**src/rtl/apb_master_arb_if.sv**
```systemverilog
// Bundles the two requester ports and the APB master bus of apb_master_arb.
// The master modport is the arbiter's view; the slave modport is the environment's view.
interface apb_master_arb_if #(
  parameter int W = 8,
  parameter int D = 8
);
  logic         req0;
  logic         wr0;
  logic [D-1:0] addr0;
  logic [W-1:0] wdata0;
  logic         req1;
  logic         wr1;
  logic [D-1:0] addr1;
  logic [W-1:0] wdata1;
  logic         done0;
  logic         done1;
  logic [W-1:0] rdata;
  logic         err;
  logic         psel;
  logic         penable;
  logic         pwrite;
  logic [D-1:0] paddr;
  logic [W-1:0] pw_data;
  logic [W-1:0] pr_data;
  logic         pready;
  logic         pslverr;

  modport master (
    input  req0, wr0, addr0, wdata0,
    input  req1, wr1, addr1, wdata1,
    output done0, done1, rdata, err,
    output psel, penable, pwrite, paddr, pw_data,
    input  pr_data, pready, pslverr
  );

  modport slave (
    output req0, wr0, addr0, wdata0,
    output req1, wr1, addr1, wdata1,
    input  done0, done1, rdata, err,
    input  psel, penable, pwrite, paddr, pw_data,
    output pr_data, pready, pslverr
  );
endinterface

```
**src/rtl/apb_master_arb.sv**
```systemverilog
// Two-requester round-robin APB master: each grant becomes one APB transfer with
// an address range check and a pready timeout. All outputs are registered.
//
// state  | meaning
// IDLE   | sample requests, arbitrate, latch winner, range check
// SETUP  | psel=1, penable=0, address/data/direction presented
// ACCESS | psel=1, penable=1, wait for pready or timeout
// DONE   | one-cycle done pulse to the granted port, update rr pointer
module apb_master_arb #(
  parameter int W        = 8,
  parameter int D        = 8,
  parameter int MAX_ADDR = 16,
  parameter int TIMEOUT  = 15
) (
  input  logic                 clk,
  input  logic                 preset,
  apb_master_arb_if.master     bus
);

  localparam int CW = $clog2(TIMEOUT + 1);

  typedef enum logic [1:0] {IDLE, SETUP, ACCESS, DONE} state_t;

  state_t        state, state_nxt;
  logic          gnt, gnt_nxt;
  logic          pri, pri_nxt;
  logic [CW-1:0] cnt, cnt_nxt;
  logic          psel_nxt, penable_nxt, pwrite_nxt;
  logic [D-1:0]  paddr_nxt;
  logic [W-1:0]  pw_data_nxt, rdata_nxt;
  logic          err_nxt, done0_nxt, done1_nxt;
  logic          win;
  logic [D-1:0]  win_addr;

  always_ff @(posedge clk or posedge preset) begin
    if (preset) begin
      state       <= IDLE;
      gnt         <= 1'b0;
      pri         <= 1'b0;
      cnt         <= '0;
      bus.psel    <= 1'b0;
      bus.penable <= 1'b0;
      bus.pwrite  <= 1'b0;
      bus.paddr   <= '0;
      bus.pw_data <= '0;
      bus.rdata   <= '0;
      bus.err     <= 1'b0;
      bus.done0   <= 1'b0;
      bus.done1   <= 1'b0;
    end else begin
      state       <= state_nxt;
      gnt         <= gnt_nxt;
      pri         <= pri_nxt;
      cnt         <= cnt_nxt;
      bus.psel    <= psel_nxt;
      bus.penable <= penable_nxt;
      bus.pwrite  <= pwrite_nxt;
      bus.paddr   <= paddr_nxt;
      bus.pw_data <= pw_data_nxt;
      bus.rdata   <= rdata_nxt;
      bus.err     <= err_nxt;
      bus.done0   <= done0_nxt;
      bus.done1   <= done1_nxt;
    end
  end

  always_comb begin
    state_nxt   = state;
    gnt_nxt     = gnt;
    pri_nxt     = pri;
    cnt_nxt     = cnt;
    psel_nxt    = bus.psel;
    penable_nxt = bus.penable;
    pwrite_nxt  = bus.pwrite;
    paddr_nxt   = bus.paddr;
    pw_data_nxt = bus.pw_data;
    rdata_nxt   = bus.rdata;
    err_nxt     = bus.err;
    done0_nxt   = 1'b0;
    done1_nxt   = 1'b0;
    // pri names the port that wins a tie; a lone request always wins
    win         = (bus.req0 && bus.req1) ? pri : bus.req1;
    win_addr    = win ? bus.addr1 : bus.addr0;

    case (state)
      IDLE: begin
        if (bus.req0 || bus.req1) begin
          gnt_nxt = win;
          if (win_addr > D'(MAX_ADDR)) begin
            state_nxt = DONE;
            err_nxt   = 1'b1;
            rdata_nxt = '0;
            done0_nxt = ~win;
            done1_nxt = win;
          end else begin
            state_nxt   = SETUP;
            psel_nxt    = 1'b1;
            penable_nxt = 1'b0;
            pwrite_nxt  = win ? bus.wr1 : bus.wr0;
            paddr_nxt   = win_addr;
            pw_data_nxt = win ? bus.wdata1 : bus.wdata0;
            cnt_nxt     = '0;
          end
        end
      end
      SETUP: begin
        state_nxt   = ACCESS;
        penable_nxt = 1'b1;
      end
      ACCESS: begin
        if (bus.pready) begin
          state_nxt   = DONE;
          psel_nxt    = 1'b0;
          penable_nxt = 1'b0;
          err_nxt     = bus.pslverr;
          rdata_nxt   = bus.pwrite ? '0 : bus.pr_data;
          done0_nxt   = ~gnt;
          done1_nxt   = gnt;
        end else if (cnt == CW'(TIMEOUT - 1)) begin
          state_nxt   = DONE;
          psel_nxt    = 1'b0;
          penable_nxt = 1'b0;
          err_nxt     = 1'b1;
          rdata_nxt   = '0;
          done0_nxt   = ~gnt;
          done1_nxt   = gnt;
        end else begin
          cnt_nxt = cnt + CW'(1);
        end
      end
      DONE: begin
        state_nxt = IDLE;
        pri_nxt   = ~gnt;
      end
      default: state_nxt = IDLE;
    endcase
  end

endmodule
```
**src/flat_wrapper.sv**
```systemverilog
// flat-port wrapper written by rule: the top's interface ports become plain ports
module apb_master_arb_flat 
#(
  parameter int W        = 8,
  parameter int D        = 8,
  parameter int MAX_ADDR = 16,
  parameter int TIMEOUT  = 15
)
  (clk, preset, bus_req0, bus_wr0, bus_addr0, bus_wdata0, bus_req1, bus_wr1, bus_addr1, bus_wdata1, bus_done0, bus_done1, bus_rdata, bus_err, bus_psel, bus_penable, bus_pwrite, bus_paddr, bus_pw_data, bus_pr_data, bus_pready, bus_pslverr);
  apb_master_arb_if #(.W(W), .D(D)) bus_i ();
  input  logic clk;
  input  logic preset;
  input wire logic [$bits(bus_i.req0)-1:0] bus_req0;
  input wire logic [$bits(bus_i.wr0)-1:0] bus_wr0;
  input wire logic [$bits(bus_i.addr0)-1:0] bus_addr0;
  input wire logic [$bits(bus_i.wdata0)-1:0] bus_wdata0;
  input wire logic [$bits(bus_i.req1)-1:0] bus_req1;
  input wire logic [$bits(bus_i.wr1)-1:0] bus_wr1;
  input wire logic [$bits(bus_i.addr1)-1:0] bus_addr1;
  input wire logic [$bits(bus_i.wdata1)-1:0] bus_wdata1;
  output wire logic [$bits(bus_i.done0)-1:0] bus_done0;
  output wire logic [$bits(bus_i.done1)-1:0] bus_done1;
  output wire logic [$bits(bus_i.rdata)-1:0] bus_rdata;
  output wire logic [$bits(bus_i.err)-1:0] bus_err;
  output wire logic [$bits(bus_i.psel)-1:0] bus_psel;
  output wire logic [$bits(bus_i.penable)-1:0] bus_penable;
  output wire logic [$bits(bus_i.pwrite)-1:0] bus_pwrite;
  output wire logic [$bits(bus_i.paddr)-1:0] bus_paddr;
  output wire logic [$bits(bus_i.pw_data)-1:0] bus_pw_data;
  input wire logic [$bits(bus_i.pr_data)-1:0] bus_pr_data;
  input wire logic [$bits(bus_i.pready)-1:0] bus_pready;
  input wire logic [$bits(bus_i.pslverr)-1:0] bus_pslverr;
  assign bus_i.req0 = bus_req0;
  assign bus_i.wr0 = bus_wr0;
  assign bus_i.addr0 = bus_addr0;
  assign bus_i.wdata0 = bus_wdata0;
  assign bus_i.req1 = bus_req1;
  assign bus_i.wr1 = bus_wr1;
  assign bus_i.addr1 = bus_addr1;
  assign bus_i.wdata1 = bus_wdata1;
  assign bus_done0 = bus_i.done0;
  assign bus_done1 = bus_i.done1;
  assign bus_rdata = bus_i.rdata;
  assign bus_err = bus_i.err;
  assign bus_psel = bus_i.psel;
  assign bus_penable = bus_i.penable;
  assign bus_pwrite = bus_i.pwrite;
  assign bus_paddr = bus_i.paddr;
  assign bus_pw_data = bus_i.pw_data;
  assign bus_i.pr_data = bus_pr_data;
  assign bus_i.pready = bus_pready;
  assign bus_i.pslverr = bus_pslverr;
  apb_master_arb #(.W(W), .D(D), .MAX_ADDR(MAX_ADDR), .TIMEOUT(TIMEOUT)) u_core (.clk(clk), .preset(preset), .bus(bus_i));
endmodule
```
**config.mk**
```make
export PLATFORM = sky130hd
export DESIGN_NAME = apb_master_arb_flat
export DESIGN_NICKNAME = d
export VERILOG_FILES = /design/src/rtl/apb_master_arb_if.sv /design/src/rtl/apb_master_arb.sv /design/src/flat_wrapper.sv
export SDC_FILE = /design/constraint.sdc
export NUM_CORES = 1
export LEC_CHECK = 0
export CAP_MARGIN = 20
export CORE_UTILIZATION = 46
export CTS_CLUSTER_DIAMETER = 30
export DETAILED_ROUTE_END_ITERATION = 16
export PLACE_DENSITY = 0.83
export SLEW_MARGIN = 20
export SYNTH_ARGS = -nofsm -noshare
export SYNTH_HDL_FRONTEND = slang
export SYNTH_SLANG_ARGS = --single-unit
```
**constraint.sdc**
```tcl
create_clock -name clk -period 4.35 [get_ports clk]
set_input_delay 0.6525 -clock clk [delete_from_list [all_inputs] [get_ports clk]]
set_output_delay 0.6525 -clock clk [all_outputs]
set_load 0.02 [all_outputs]
```
==> results of run 1 <==
[layout by cell type (no fill, tap or decap), types with 4 or more instances in the layout]
cell type / netlist / layout
sky130_fd_sc_hd__clkdlybuf4s50_1: 0 / 77
sky130_fd_sc_hd__dfrtp_1: 38 / 38
sky130_fd_sc_hd__mux2i_1: 24 / 24
sky130_fd_sc_hd__nor2_1: 20 / 20
sky130_fd_sc_hd__nand2_1: 18 / 18
sky130_fd_sc_hd__a21oi_1: 16 / 16
sky130_fd_sc_hd__inv_1: 15 / 15
sky130_fd_sc_hd__ha_1: 7 / 7
sky130_fd_sc_hd__clkbuf_8: 0 / 6
sky130_fd_sc_hd__nor2b_1: 5 / 5
sky130_fd_sc_hd__nand2b_1: 4 / 4
[worst max-delay path: cells and delay by family]
family | cells | cell delay, ns
AO/OA/AOI/OAI | 2 | 1.32
buffers and inverters | 1 | 0.58
multiplexers | 1 | 0.28
AND/OR/NAND/NOR | 1 | 0.10
[power by group]
part	switching (mW)	internal, mW	total (mW)
Combinational	0.467	0.456	0.923
Sequential	0.105	0.506	0.611
Clock	0.120	0.128	0.248
[kinds of logic after synthesis]
| family | count (synthesis) | share of synthesized area (%) |
|---|---|---|
| AOI/OAI and AO/OA | 34 | 12.48 |
| DFF | 38 | 49.16 |
| adders and majority gates | 7 | 4.528 |
| and+or+nand+nor | 60 | 15.52 |
| muxes | 25 | 13.00 |
| buffers and inverters | 23 | 5.303 |
[synthesized netlist by cell type (2+ instances only)]
library cell	count	area (µm²)
sky130_fd_sc_hd__nand3b_1	2	15.01
sky130_fd_sc_hd__ha_1	7	87.58
sky130_fd_sc_hd__nor2b_1	5	31.28
sky130_fd_sc_hd__nand2_1	18	67.56
sky130_fd_sc_hd__a31oi_1	2	12.51
sky130_fd_sc_hd__nor2_1	20	75.07
sky130_fd_sc_hd__a32o_1	2	20.02
sky130_fd_sc_hd__clkbuf_1	4	15.01
sky130_fd_sc_hd__o2bb2ai_1	2	17.52
sky130_fd_sc_hd__a21oi_1	16	80.08
sky130_fd_sc_hd__inv_1	15	56.30
sky130_fd_sc_hd__nand2b_1	4	25.02
sky130_fd_sc_hd__dfrtp_1	38	950.9
sky130_fd_sc_hd__a221o_1	3	30.03
sky130_fd_sc_hd__buf_4	2	15.01
sky130_fd_sc_hd__mux2i_1	24	240.2
sky130_fd_sc_hd__o21ai_0	2	10.01
[metal layers]
metal / GRT usage, % / up-vias / wire length (µm)
met1: 26.83 / 727 / 1982
met4: 7.181 / 0 / 55
met3: 5.137 / 6 / 299
met5: 0 / - / 0
li1: - / 797 / -
met2: 36.11 / 63 / 1971
[registers in the layout, indices dropped and copies added, names as in the netlist, 2 cells and up]
name and flops:
u_core.state 2, u_core.cnt 4, u_core.bus.paddr 8, u_core.bus.rdata 8
u_core.bus.pw_data 8
[area by class of cell]
class | count | share of cell area [%]
clock inverters | 1 | 0.1770
repair buffers | 79 | 27.79
inverters | 15 | 1.991
flip-flops and latches | 38 | 33.63
multi-input cells | 126 | 31.15
clock buffers | 7 | 3.053
well taps | 50 | 2.212
[worst max path at each step]
| stage | start | end | slack (ns) | depth (start not counted) |
|---|---|---|---|---|
| floorplan | bus_addr0[0] | u_core.cnt[2]$_DFFE_PP0P_ | 2.11 | 5 |
| global placement | bus_req1 | u_core.bus.rdata[2]$_DFFE_PP0P_ | 1.38 | 5 |
| detailed placement | bus_req1 | u_core.bus.rdata[6]$_DFFE_PP0P_ | 1.31 | 5 |
| CTS | bus_req1 | u_core.bus.rdata[6]$_DFFE_PP0P_ | 1.64 | 5 |
| global route | bus_req1 | u_core.bus.rdata[4]$_DFFE_PP0P_ | 1.47 | 5 |
| finish | bus_req1 | u_core.bus.rdata[4]$_DFFE_PP0P_ | 1.62 | 5 |
[through the flow]
stage | power (mW) | hold WS (ns) | util, % | std cells
5_1_grt | 1.906 | 0.5393 | 70.19 | 316
3_3_place_gp | 1.518 | 0.4844 | 67.92 | 308
2_1_floorplan | 1.180 | 0.4709 | - | 187
3_5_place_dp | 1.543 | 0.4954 | 67.92 | 308
6_report | 1.782 | 0.5143 | 70.19 | 316
4_1_cts | 1.796 | 0.5187 | 70.19 | 316
==> results summary, run 1 <==
The measured slew at the worst slew-check pin is roughly 1.1 ns. The flow ran to the end, and the final reports show no timing, DRC or antenna violations. The via count of the first global-routing pass is around 1.6k. The number of setup violations in the final report came out at 0. After detailed routing, the average wire length per cell comes to 13.64 µm.

The area overhead of the layout relative to synthesis is 46.18%. With fillers left out, the area of the finished cells amounts to around 2800 µm². Synthesis produced a netlist with a net count of between 200 and 250. The diode insertion count for antenna repair came out at 0. Synthesis handed over a netlist of about 190 instances. In this run the tightest slew margin relative to its limit is 27.76%. The die boundary width came out at ~67 µm. The number of design-rule violations left by the first detailed-router iteration is slightly below 80.

The layout has just over 300 filler cells. The max-slew violation count was 0. The synthesized area per cell is just over 10 µm².

The number of synthesis warnings is 0. The total power per unit cell area is approximately 630 nW/µm². Summing all multi-input logic gate instances after layout gives between 800 and 900 µm². The wire length of the first global-routing pass is about 7000 µm. The count of hold-fix buffers inserted at cts is 0. The count of H-tree levels built during CTS came out at 2. The total setup buffers inserted after CTS came out at 0. The sequential cell area in the final layout came out at 950.9 µm². The placer congestion estimate came out at between 0.7 and 0.8. The worst slack at placement came out at between 1 and 1.5 ns. The overall overflow remaining after global route is 0. The total die area is ~4500 µm².

STA classifies the critical path endpoint as a flop. The number of buffers on the longest clock path is 2. The TritonCTS buffer count came out at 5. The worst-case register-to-register setup slack came out at around 1.7 ns.

The clock-pin slew of the registers on the worst-case setup and hold paths came out at ~0.07 ns. The site row count came out at 23. The netlist area before placement is approximately 1900 µm². The terminus of the critical flop-to-flop path is u_core.bus.rdata[4]$_DFFE_PP0P_.

The source-to-sink clock delay at the later pin of the worst-skew pair came out at roughly 0.29 ns. Summing the sequential cell areas from Yosys gives about half of the chip area. For this run, the detailed router's first-pass iteration total came to 4. The depth of the worst hold-timing path came out at 1. The count of clock tree sinks is 38. The count of nets left with antenna violations after detail routing came out at 0. The fraction of registers with async set or reset after synthesis is 100.0%. The number of ports placed on the die boundary is ~80.

The longest individual stage delay on the worst path came out at roughly 0.92 ns. The HPWL after detailed placement is approximately 3200 µm. Once the clock tree was built, the resizer swapped 0 gates to a different size. STA puts the critical path data required time at 4.56 ns.

TritonCTS built the clock tree. The clock arrives with 0.002159 ns of skew. In this run the worst hold path is classified as reg -> reg. The highest achievable clock rate is 366.9 MHz. The data arrival time of the worst path came out at 2.94 ns.

Summed over all layers, the routed wires come to 4309 µm. In this run the cell area measured after placement is approximately 2700 µm². The critical path is of the in -> reg type. The critical path goes through clkdlybuf4s50_1, nor2_1, a22oi_1, a21boi_1, mux2i_1. CTS placed an instance of sky130_fd_sc_hd__clkbuf_8 at the clock tree root.

The DRC violation count after routing came out at 0. The number of hold-slack violations in the final timing report is 0. The slowest stage of the critical path is the sky130_fd_sc_hd__a21boi_1 cell. The count of cell types in the netlist came out at 38. The total negative setup slack came out at 0 ns. STA classifies the critical path startpoint as a primary input. The total vias in the final route came out at about 1.6k. Setup repair after global routing left no endpoint under its margin. The worst reg-to-reg path cell count is 5. Across all setup checks in the final design, the least slack found is 1.625 ns. Max-cap violations in this run came to 0. Global routing used a little over a fifth of the available tracks. Counting flops with a built-in enable in the synthesized netlist gives 0. After detailed routing, the number of vias per cell comes to slightly above 5. During placement, the flow inserted port buffers numbering 77. The startpoint identified for the worst hold timing path is u_core.bus.paddr[7]$_DFFE_PP0P_. The worst path uses a little over three fifths of the clock period. The share of layout cells above drive strength 1 came out at under 10%. For the finished layout, the period the worst path requires is about 2.7 ns.

The initial standard-cell utilization of the core came out at about half. The total leakage power is about 1.3 nW. The peak supply drop came out at ~320 µV.

The height of the die is between 60 and 70 µm. Counting flops and latches in the post-synthesis netlist gives 38. For hold timing, the worst endpoint is u_core.bus.paddr[7]$_DFFE_PP0P_. In this run the worst path has a maximum fanout of 9. The floorplan step defined a core boundary enclosing 4029 µm².

The maximum number of pins on one net before global-route repair is 39. In the synthesized netlist the dominant register cell turns out to be sky130_fd_sc_hd__dfrtp_1. The initial antenna violation count came out at 0. The startpoint identified for the worst register-to-register timing path is u_core.state[0]$_DFFE_PP0P_. In the final design database the tool counted between 300 and 400 nets.
Power figures use the tool's default switching activity.
==> run 2: changes to the inputs <==
--- a/config.mk
+++ b/config.mk
@@ -6,10 +6,10 @@
 export NUM_CORES = 1
 export LEC_CHECK = 0
 export CAP_MARGIN = 20
-export CORE_UTILIZATION = 46
+export CORE_UTILIZATION = 43
 export CTS_CLUSTER_DIAMETER = 30
 export DETAILED_ROUTE_END_ITERATION = 16
-export PLACE_DENSITY = 0.83
+export PLACE_DENSITY = 0.78
 export SLEW_MARGIN = 20
 export SYNTH_ARGS = -nofsm -noshare
 export SYNTH_HDL_FRONTEND = slang
==> constraint.sdc (replaced) <==
create_clock -name clk -period 2.7 [get_ports clk]
set_input_delay 0.405 -clock clk [delete_from_list [all_inputs] [get_ports clk]]
set_output_delay 0.405 -clock clk [all_outputs]
set_load 0.02 [all_outputs]
==> run 2 against run 1 <==
Sequential power is 61% higher; cell count is 3.2% higher; power is 64% higher; largest power group unchanged; non-clock buffer count is 8 higher; sequential share of layout area is 0.91 points lower; routed wire length is 2.3% lower; clock power is 62% higher; final area is 2.8% higher; via count is 0.69% higher; flip-flop and latch count stayed put; global-route usage is 2.3 points lower.
==> results summary, run 2 (same netlist as run 1, synthesis figures left out) <==
Result of the run: finished, final reports clean (unchanged). The total wire length after detailed routing came out at 4208 µm (was 4309 µm). Highest-count cells in the layout ignoring fill and taps: 77 x sky130_fd_sc_hd__clkdlybuf4s50_1, 38 x sky130_fd_sc_hd__dfrtp_1, 24 x sky130_fd_sc_hd__mux2i_1 (unchanged). The most common cell after layout, fill and taps aside is sky130_fd_sc_hd__clkdlybuf4s50_1 (unchanged).

The HPWL after detailed placement is 3173 µm (was 3172 µm). Largest registers ranked by flip-flop count: u_core.bus.paddr (8), u_core.bus.pw_data (8), u_core.bus.rdata (8) (unchanged). The site row count is 24 (was 23). The maximum clock skew at final layout is 0.003951 ns (was 0.002159 ns). The kind of start point of the critical path is a primary input (unchanged). The depth of the worst hold-timing path came out at 1 (unchanged).

The initial standard-cell utilization of the core came out at 44.73% (was 48.01%). The placer congestion estimate came out at 0.7778 (was 0.7917). The total leakage power is 1.324 nW (was 1.284 nW).

The number of nets at the end of the flow came out at 328 (was 320). The clock-pin slew of the registers on the worst-case setup and hold paths came out at 0.07 ns (about the same). The total vias in the final route is 1604 (was 1593).

The highest achievable clock rate is 434.3 MHz. The source-to-sink clock delay at the later pin of the worst-skew pair is 0.29 ns (about the same). The total negative setup slack came out at 0 ns (unchanged).

The wire length per cell came out at 12.91 µm (was 13.64 µm). The via count of the first global-routing pass came out at 1551 (was 1612). The first element of the critical path is bus_addr0[0] (was bus_req1). The count of port buffers added during placement was 77 (unchanged). The count of nets left with antenna violations after detail routing is 0 (unchanged). The overall overflow remaining after global route came out at 0 (unchanged). Setup repair after global routing missed its margin: no (unchanged). The initial antenna violation count is 0 (unchanged).

The instance count after placement with tap cells included is 318 (was 308). The count of hold-fix buffers inserted at cts is 0 (unchanged). Of the available clock period, the critical path in the final layout requires between 80% and 90%.

The number of buffers on the longest clock path came out at 2 (unchanged). The origin of the critical flop-to-flop path was u_core.state[0]$_DFFE_PP0P_ (unchanged). The layout filler cell count is 372 (was 310).

The critical path capture point type is a flop (unchanged). The maximum number of pins on one net before global-route repair is 39 (unchanged). The diode insertion count for antenna repair is 0 (unchanged).

The clock tree from TritonCTS is built (unchanged). The total setup buffers inserted after CTS is 0 (unchanged). The number of ports placed on the die boundary was 78 (unchanged).

The routed design could run at a clock period as short as around 2.3 ns. The final standard cell count with taps included and fillers excluded is 326 (was 316). The total global routing track utilization came out at 19.16% (was 21.48%). The max-slew violation count is 0 (unchanged).

The die boundary width is 69.07 µm (was 66.85 µm). The number of design-rule violations left by the first detailed-router iteration came out at 64 (was 78). The data arrival time of the worst path is 2.48 ns (was 2.94 ns). The peak fanout along the critical path was 4 (was 9). The area of the core is 4324 µm² (was 4029 µm²).

The total power per unit cell area is 1004 nW/µm² (was 630.3 nW/µm²). The TritonCTS buffer count is 5 (unchanged). The share of layout cells above drive strength 1 is 8.029% (was 4.887%). The buffer cell driving the clock tree root is sky130_fd_sc_hd__clkbuf_8 (unchanged). The data required time at the worst endpoint is 2.88 ns (was 4.56 ns). The count of clock tree sinks came out at 38 (unchanged).

The area overhead of the layout relative to synthesis came out at 50.26% (was 46.18%). The count of H-tree levels built during CTS came out at 2 (unchanged). The category of the critical setup timing path was in -> reg (unchanged). The measured slew at the worst slew-check pin is 0.6524 ns (was 1.081 ns). The start point of the worst hold path is u_core.bus.paddr[5]$_DFFE_PP0P_ (was u_core.bus.paddr[7]$_DFFE_PP0P_).

The max-slew headroom at the worst pin was 56.25% (was 27.76%). The wire length of the first global-routing pass is 7169 µm (was 7038 µm). The worst reg-to-reg path cell count is 7 (was 5).

The class of the most critical hold timing path is reg -> reg (unchanged). The total iterations of the first detailed-routing run came to 4 (unchanged). The number of vias per cell after detailed routing is 4.920 (was 5.041).

The peak supply drop is 470.3 µV (was 322.8 µV). The number of resized instances in the post-cts repair step is 0 (unchanged). The number of max-capacitance violations reported is 0 (unchanged). The total die area came out at 4771 µm² (was 4468 µm²). The DRC violation count after routing came out at 0 (unchanged).

The height of the die was 69.07 µm (was 66.85 µm). The number of hold-slack violations in the final timing report came out at 0 (unchanged). The number of setup violations in the final report is 0 (unchanged).
run 2: cell count changes in the layout (fill, tap and decap cells not counted), sizes merged:
cell / before / now
buf: 2 / 10
run 2: final cells by class:
type | count | area (µm²) | share of cell area [%]
sequential | 38 | 950.9 | 32.72
multi-input combinational | 126 | 884.6 | 30.43
timing repair buffer | 87 | 858.3 | 29.53
clock buffer | 7 | 86.33 | 2.970
tap | 52 | 65.06 | 2.238
inverter | 15 | 56.30 | 1.937
clock inverter | 1 | 5.005 | 0.1722
run 2: metrics by stage:
step | total power, mW | hold slack [ns] | worst slack [ns] | utilization, % | cell area, µm²
after floorplan | 1.901 | 0.4709 | 0.7105 | - | 1934
final | 2.918 | 0.5104 | 0.3974 | 67.22 | 2907
after global routing | 3.131 | 0.5301 | 0.2819 | 67.22 | 2907
after CTS | 2.939 | 0.5098 | 0.2948 | 67.13 | 2903
after detailed placement | 2.530 | 0.4905 | 0.07813 | 65.02 | 2811
after global placement | 2.499 | 0.4838 | 0.1195 | 65.02 | 2811
run 2: critical path, cell delays in order:
cell                              delay (ns)
sky130_fd_sc_hd__clkdlybuf4s50_1        0.42
sky130_fd_sc_hd__or4_1                  0.55
sky130_fd_sc_hd__a221o_1                0.38
sky130_fd_sc_hd__nand3_4                0.12
sky130_fd_sc_hd__buf_4                  0.14
sky130_fd_sc_hd__o211ai_4               0.08
sky130_fd_sc_hd__a221o_1                0.36
run 2: final timing paths:
| check | to | slack, ns |
|---|---|---|
| max reg2reg | u_core.cnt[2]$_DFFE_PP0P_ | 0.47 |
| max | u_core.cnt[2]$_DFFE_PP0P_ | 0.40 |
| min reg2reg | u_core.bus.paddr[5]$_DFFE_PP0P_ | 0.51 |
| min | u_core.bus.paddr[5]$_DFFE_PP0P_ | 0.51 |
| max in group asynchronous | u_core.cnt[2]$_DFFE_PP0P_ | 1.84 |
| min in group asynchronous | u_core.bus.rdata[2]$_DFFE_PP0P_ | 0.52 |
run 2: per-layer routing:
metal  part of all wire, %  vias up  track usage, %
li1                      -      813               -
met2                    45       59           29.99
met3                   6.7        7           5.994
met1                    47      725           24.78
met4                   1.7        0           7.483
met5                     0        -               0
run 2: power breakdown:
part	leakage, nW	internal [mW]	switching [mW]
clock	0.0482	0.206	0.197
combinational	0.792	0.776	0.756
sequential	0.483	0.815	0.168
total	1.32	1.80	1.12
